--- src/rtl/seq_unsigned_divider.sv ---
// Sequential restoring divider. Each BUSY cycle produces one quotient bit, MSB first.
// A zero divisor skips the iterations and flags div_by_zero.
module seq_unsigned_divider #(
  parameter int WIDTH = 8
) (
  input  logic             clk,
  input  logic             rst,
  input  logic [WIDTH-1:0] dividend,
  input  logic [WIDTH-1:0] divisor,
  input  logic             start,
  output logic [WIDTH-1:0] quotient,
  output logic [WIDTH-1:0] remainder,
  output logic             ready,
  output logic             done,
  output logic             div_by_zero
);

  typedef enum logic [1:0] {IDLE, BUSY, DONE} state_t;

  localparam int CW = (WIDTH > 1) ? $clog2(WIDTH) : 1;

  state_t           state;
  logic [WIDTH-1:0] dvd_q;   // shifts dividend bits out and quotient bits in
  logic [WIDTH-1:0] dvs_q;
  logic [WIDTH-1:0] rem_q;
  logic [CW-1:0]    cnt;

  logic [WIDTH:0]   shifted;
  logic [WIDTH:0]   diff;
  logic             q_bit;
  logic [WIDTH-1:0] rem_next;
  logic [WIDTH-1:0] quo_next;

  // A failed trial subtraction only happens when shifted < divisor, so
  // shifted[WIDTH] is zero whenever the restored value is kept.
  always_comb begin
    shifted  = {rem_q, dvd_q[WIDTH-1]};
    diff     = shifted - {1'b0, dvs_q};
    q_bit    = ~diff[WIDTH];
    rem_next = q_bit ? diff[WIDTH-1:0] : shifted[WIDTH-1:0];
    quo_next = (dvd_q << 1) | WIDTH'(q_bit);
  end

  // NOTE: sequential state uses non-blocking assignments only, so every
  // register samples pre-edge values regardless of statement order.
  always_ff @(posedge clk) begin
    if (rst) begin
      state       <= IDLE;
      quotient    <= '0;
      remainder   <= '0;
      done        <= 1'b0;
      div_by_zero <= 1'b0;
      ready       <= 1'b1;
      dvd_q       <= '0;
      dvs_q       <= '0;
      rem_q       <= '0;
      cnt         <= '0;
    end else begin
      case (state)
        IDLE, DONE: begin
          if (start) begin
            dvd_q <= dividend;
            dvs_q <= divisor;
            rem_q <= '0;
            cnt   <= '0;
            if (divisor == '0) begin
              quotient    <= '1;
              remainder   <= dividend;
              div_by_zero <= 1'b1;
              done        <= 1'b1;
              ready       <= 1'b1;
              state       <= DONE;
            end else begin
              done  <= 1'b0;
              ready <= 1'b0;
              state <= BUSY;
            end
          end else begin
            done  <= 1'b0;
            ready <= 1'b1;
            state <= IDLE;
          end
        end

        BUSY: begin
          rem_q <= rem_next;
          dvd_q <= quo_next;
          cnt   <= cnt + CW'(1);
          if (cnt == CW'(WIDTH - 1)) begin
            quotient    <= quo_next;
            remainder   <= rem_next;
            div_by_zero <= 1'b0;
            done        <= 1'b1;
            ready       <= 1'b1;
            state       <= DONE;
          end
        end

        default: begin
          done  <= 1'b0;
          ready <= 1'b1;
          state <= IDLE;
        end
      endcase
    end
  end

endmodule

--- config.mk ---
export PLATFORM = sky130hd
export DESIGN_NAME = seq_unsigned_divider
export DESIGN_NICKNAME = d
export VERILOG_FILES = /design/src/rtl/seq_unsigned_divider.sv
export SDC_FILE = /design/constraint.sdc
export NUM_CORES = 1
export LEC_CHECK = 0
export CORE_MARGIN = 10
export CORE_UTILIZATION = 44
export CTS_CLUSTER_DIAMETER = 50
export CTS_CLUSTER_SIZE = 12
export DETAILED_ROUTE_END_ITERATION = 10
export MAX_ROUTING_LAYER = met4
export PLACE_DENSITY_LB_ADDON = 0.08
export SYNTH_ARGS = -nofsm -noshare
export SYNTH_HDL_FRONTEND = slang
export SYNTH_SLANG_ARGS = --single-unit
--- constraint.sdc ---
create_clock -name clk -period 2.4 [get_ports clk]
set_clock_uncertainty 0.15 [all_clocks]
set_input_delay 0.48 -clock clk [delete_from_list [all_inputs] [get_ports clk]]
set_output_delay 0.48 -clock clk [all_outputs]
set_load 0.01 [all_outputs]
# Yosys cells after proc, flatten, opt, wreduce, memory -nomap -nowiden
# Index checks and enable logic that the tools add are counted.
# op_classes
mux	29
add_sub_neg	2
eq_ne	6
bitwise	2
reduce_logical	7
# ops
operator	count
8-bit 2-to-1 mux	9
8-bit case mux with 2 select lines	4
9-bit by 8-bit subtractor with 9-bit output	1
8-bit logical NOT	1
8-bit by 1-bit OR with 8-bit output	1
1-bit 2-to-1 mux	7
2-bit 2-to-1 mux	3
2-bit != test, second input constant	3
1-bit case mux with 2 select lines	3
3-bit case mux with 2 select lines	1
2-bit case mux with 2 select lines	1
2-bit AND reduction	2
4-bit AND reduction	1
3-bit by 1-bit adder with 3-bit output, second input constant	1
3-bit == test, second input constant	1
3-bit 2-to-1 mux	1
2-bit by 1-bit == test with 1-bit output, second input constant	1
2-bit == test, second input constant	1
2-bit logical NOT	1
2-bit nonzero test	1
2-bit OR reduction	1
1-bit inverter	1
# word_totals
register_bits	48
output_inout_bits	19
inputBits	19

# Longest topological paths before layout
# depth
depth_word	5
depth_mapped	9
ltp_nobuf	9

# Least setup slack after synthesis
# No wires, ideal clock.
# synth_timing
path_kind	flip-flop to flip-flop
startpoint	reg dvd_q[7]
endpoint	reg rem_q[7]
n_path_buf	0
t_arrival_ns	2.353
setup_slack_ns	-0.182
path_stages_with_launch	10
period_less_slack_ns	2.582
setup_ns	0.079
required_ns	2.171
cell_sequence	dfxtp_1 -> inv_1 -> ha_1 -> inv_1 -> fa_1 -> a211o_4 -> a2111oi_4 -> o211ai_4 -> or3_1 -> o211ai_1
# synth_via
elab_chain_cells	3
# synth_lines
item	line_no	text
start, declared	23	logic [WIDTH-1:0] dvd_q;
start signal, assigned	62	dvd_q <= dividend;
start signal, assigned	87	dvd_q <= quo_next;
9-bit by 8-bit subtractor with 9-bit output	38	diff = shifted - {1'b0, dvs_q};
8-bit 2-to-1 mux	40	rem_next = q_bit ? diff[WIDTH-1:0] : shifted[WIDTH-1:0];
8-bit case mux with 2 select lines	59	case (state)
end signal, assigned	86	rem_q <= rem_next;
end, declared	25	logic [WIDTH-1:0] rem_q;
# No other way between the ends.
# A chain may end at the register's enable or synchronous reset.

# Worst setup path after layout
# Ends and elaborated chain as after synthesis.

==> parameters.txt <==
Parameter                              Value

Yosys
  Number of enable flip-flop cells after synthesis    0
  Cell taking the most area after synthesis    sky130_fd_sc_hd__dfxtp_1
  Portion of the post-synthesis area used by sequential elements    between 30% and 40%
  Post-Syn Area per Cell    roughly 8.2 sq um
  Largest cells by area after synthesis    sky130_fd_sc_hd__dfxtp_1 36%, sky130_fd_sc_hd__nand2_1 6.1%, sky130_fd_sc_hd__nor2_1 5.4%
  Fraction of synthesis flops using an asynchronous set or reset pin    0%
  Primary FF master, synth    sky130_fd_sc_hd__dfxtp_1
  Number of flip-flops and latches in the synthesized netlist    47
  Count of different cell masters after synthesis    55
  Post-synthesis net count    345
  Area fraction of the dominant cell type after synthesis    36.43%
  Synthesis warning total    0
  Number of cells produced by synthesis    ~320
  Total standard cell area after synthesis    0.002582 sq mm

STA
  Setup repair after global routing missed its margin    yes
  Period minus WS final    ~2600 ps
  Final hold viol count    0
  Fmax achieved    0.3897 GHz
  Final worst path period share    106.9%
  Final-layout setup total negative slack    -1071 ps
  Tightest slew margin relative to the limit    50.62%
  Count of endpoints failing setup in the final report    15
  Final setup margin    -166.3 ps
  Max-slew violation count    0
  Transition time at the pin with the least slew margin    about 740 ps

Power and ir drop
  Design internal power    1.589 mW
  Sequential fraction of design power    37.0%
  Peak VDD IR    roughly 0.00033 V
  Leakage Power    about 1.4 nW
  Sw Pwr    approximately 0.68 mW
  Final Total Pwr    approximately 2.3 mW
  Relative contribution of combinational cells to total power    a little under a third
  Share of total power consumed by net switching    between 20% and 30%
  Clk network pwr share    around 31%
  Power per unit of standard cell area    about 620 mW/mm^2

Route
  Detailed-route wire length per cell    roughly 16 um
  Residual DRC count    0
  Total wire length after detailed routing    around 7600 um
  Number of iterations in the first detailed-routing pass    4
  Number of vias per cell    5.542
  Vias    2599
  Number of nets with antenna violations after routing    0
  1st-iter DRT viols    78

CTS
  Number of hold buffers added after CTS    0
  Number of sinks on the clock net    47
  Reg clk slew, reported paths    ~100 ps
  CTS Buffer Depth    2
  Root buffer cell    sky130_fd_sc_hd__clkbuf_8
  CTS tree    yes
  H-Tree Depth    2
  Clock buffers created by TritonCTS    5
  Clock latency of the later-clocked register in the worst-skew pair    approximately 300 ps

Setup path
  Setup CP Type    flop to flop
  Type of destination of the critical path    flop
  Data arrival time at the worst-slack endpoint    2650 ps
  Critical Path, Cell by Cell    inv_2 -> ha_4 -> inv_2 -> fa_2 -> a211o_4 -> a2111oi_4 -> buf_4 -> o211ai_4 -> or3_1 -> o211ai_1
  Stage delay of the slowest cell on the critical path    390 ps
  Cell mode on critical path    sky130_fd_sc_hd__inv_2
  Count of buffering cells on the critical path with inverters included    3
  Launching element type of the critical path    flop
  Kind of cell adding the most delay to the critical path    compound AO/OA/AOI/OAI gates
  Maximum fanout count along the critical path    5
  Worst endpoint required time    ~2500 ps
  Worst path slowest cell    sky130_fd_sc_hd__or3_1

Die
  Die width    about 97 um
  Core area    0.005608 sq mm
  Total I/O pin count    38
  Chip Height    96.61 um
  Placement row count    27
  Die footprint    ~0.0093 sq mm
  Initial standard-cell utilization of the core    about 46%

Status
  Failing checks    negative setup slack
  Run status    finished with violations

Hold path
  Worst Hold Class    flop to flop

Finish
  Final instance count without filler cells    between 400 and 500
  Diodes inserted    0
  Final design area excluding fillers    between 0.003 and 0.004 sq mm
  Proportion of layout cells with a drive suffix above 1    21.91%
  Final Net Count    426
  Synth-to-layout area growth    40.41%

Place
  Post-detailed-placement cell area    0.003323 sq mm
  Number of port buffers    37
  Worst Setup Slack post-DPL    -304.2 ps
  Dpl cells    roughly 450
  Half-perimeter wire length of the detailed placement result    around 5700 um
  Placer's final routability congestion estimate    0.8756

Global routing
  Largest net degree at the start of global routing    21
  Initial antenna violation count    0
  Via count of the first global-routing pass    2567
  GRT overflow    0
  GRT Util Overall    roughly 16%
  Global-route wire length before repair    12720 um

Flow run
  Max-cap check violation count    0
==> logic make-up (layout without fill, tap and decap cells) <==
group	Yosys count	after routing	synth area share, %
and+or+nand+nor	111	111	19.43
buffers and inverters	35	116	5.523
DFF	47	47	36.43
xor gates and xnor gates	3	3	1.018
AOI/OAI and AO/OA	106	107	31.20
muxes	2	2	0.7752
adders and majority gates	11	11	5.620
==> per-stage QoR <==
stage          util (%)  hold slack [ps]
2_1_floorplan         -            286.3
3_3_place_gp      59.26            291.5
3_5_place_dp      59.26            284.7
4_1_cts           63.92            308.7
5_1_grt           64.66            329.2
6_report          64.66            306.3
==> repair_timing <==
| action | CTS | global route |
|---|---|---|
| setup endpoints to repair | 18 | 20 |
| setup buffers | 7 | 2 |
| gates resized for setup | 10 | 6 |
| cloned | 1 | 0 |
| pin swaps | 19 | 8 |
| hold endpoints to repair | 0 | 0 |
==> layout by cell type (no fill, tap or decap), drive strengths merged, types with 3 or more instances in the layout <==
master and n:
a2111o 3, a2111oi 3, a211oi 16, a21o 4
a21oi 25, a22oi 3, a311oi 7, buf 55
clkbuf 5, clkdlybuf4s50 37, dfxtp 47, ha 10
inv 17, nand2 42, nand2b 6, nand3 5
nand4 3, nor2 37, nor2b 3, nor4 3
o2111ai 3, o211ai 12, o21ai 13, or4 4
==> cells in the mapped netlist (2+ instances only) <==
cell / n
sky130_fd_sc_hd__a2111o_1: 3
sky130_fd_sc_hd__a2111oi_0: 2
sky130_fd_sc_hd__a211oi_1: 15
sky130_fd_sc_hd__a21o_1: 4
sky130_fd_sc_hd__a21oi_1: 25
sky130_fd_sc_hd__a221oi_1: 2
sky130_fd_sc_hd__a22oi_1: 3
sky130_fd_sc_hd__a311oi_1: 7
sky130_fd_sc_hd__buf_1: 2
sky130_fd_sc_hd__buf_2: 2
sky130_fd_sc_hd__clkbuf_1: 13
sky130_fd_sc_hd__dfxtp_1: 47
sky130_fd_sc_hd__ha_1: 10
sky130_fd_sc_hd__inv_1: 16
sky130_fd_sc_hd__mux2i_1: 2
sky130_fd_sc_hd__nand2_1: 42
sky130_fd_sc_hd__nand2b_1: 6
sky130_fd_sc_hd__nand3_1: 5
sky130_fd_sc_hd__nand4_1: 3
sky130_fd_sc_hd__nor2_1: 37
sky130_fd_sc_hd__nor2b_1: 3
sky130_fd_sc_hd__nor3b_1: 2
sky130_fd_sc_hd__nor4_1: 3
sky130_fd_sc_hd__o2111ai_1: 3
sky130_fd_sc_hd__o211ai_1: 10
sky130_fd_sc_hd__o21a_1: 2
sky130_fd_sc_hd__o21ai_0: 13
sky130_fd_sc_hd__o41ai_1: 2
sky130_fd_sc_hd__or3_1: 2
sky130_fd_sc_hd__or4_1: 3
sky130_fd_sc_hd__xor2_1: 2
==> final timing paths <==
check	start	to	slack, ps	depth (start not counted)
setup reg to reg	dvd_q[7]	rem_q[7]	-170	10
hold reg to reg	div_by_zero	div_by_zero	310	2
setup / recovery	dvd_q[7]	rem_q[7]	-170	10
hold / removal	div_by_zero	div_by_zero	310	2
==> flip-flops by register name, indices dropped and copies added, names as in the netlist <==
name	flops
dvd_q	8
div_by_zero	1
done	1
cnt	3
rem_q	8
dvs_q	8
quotient	8
state	1
remainder	8
ready	1
==> cell type report <==
cell class,count,area [sq um]
Sequential cell,47,943.4
Clock inverter,3,71.32
Inverter,16,60.06
Timing Repair Buffer,92,787.0
Multi-Input combinational cell,234,1605
Clock buffer,5,68.82
Fill cell,522,1982
Tap cell,72,90.09
==> layer usage <==
| metal | track usage (%) | routed length (um) | vias to the layer above |
|---|---|---|---|
| met2 | 25.41 | 3630 | 72 |
| met4 | 4.171 | 73 | 0 |
| met3 | 3.052 | 361 | 6 |
| li1 | - | - | 1329 |
| met1 | 20.94 | 3569 | 1192 |
| met5 | - | 0 | - |
==> tightest hold or removal path, stage by stage, from the launching register on <==
cell                      delay [ps]
sky130_fd_sc_hd__dfxtp_1         320
sky130_fd_sc_hd__inv_1            50
sky130_fd_sc_hd__a21oi_1          50
==> power groups by stage <==
stage	clock (mW)	combinational (mW)	sequential, mW
floorplan	0	0.365	0.851
global placement	0	0.582	0.854
detailed placement	0	0.588	0.855
CTS	0.726	0.682	0.837
global route	0.747	0.787	0.842
finish	0.707	0.721	0.838
Note: power is estimated with default switching activity, not from simulation.
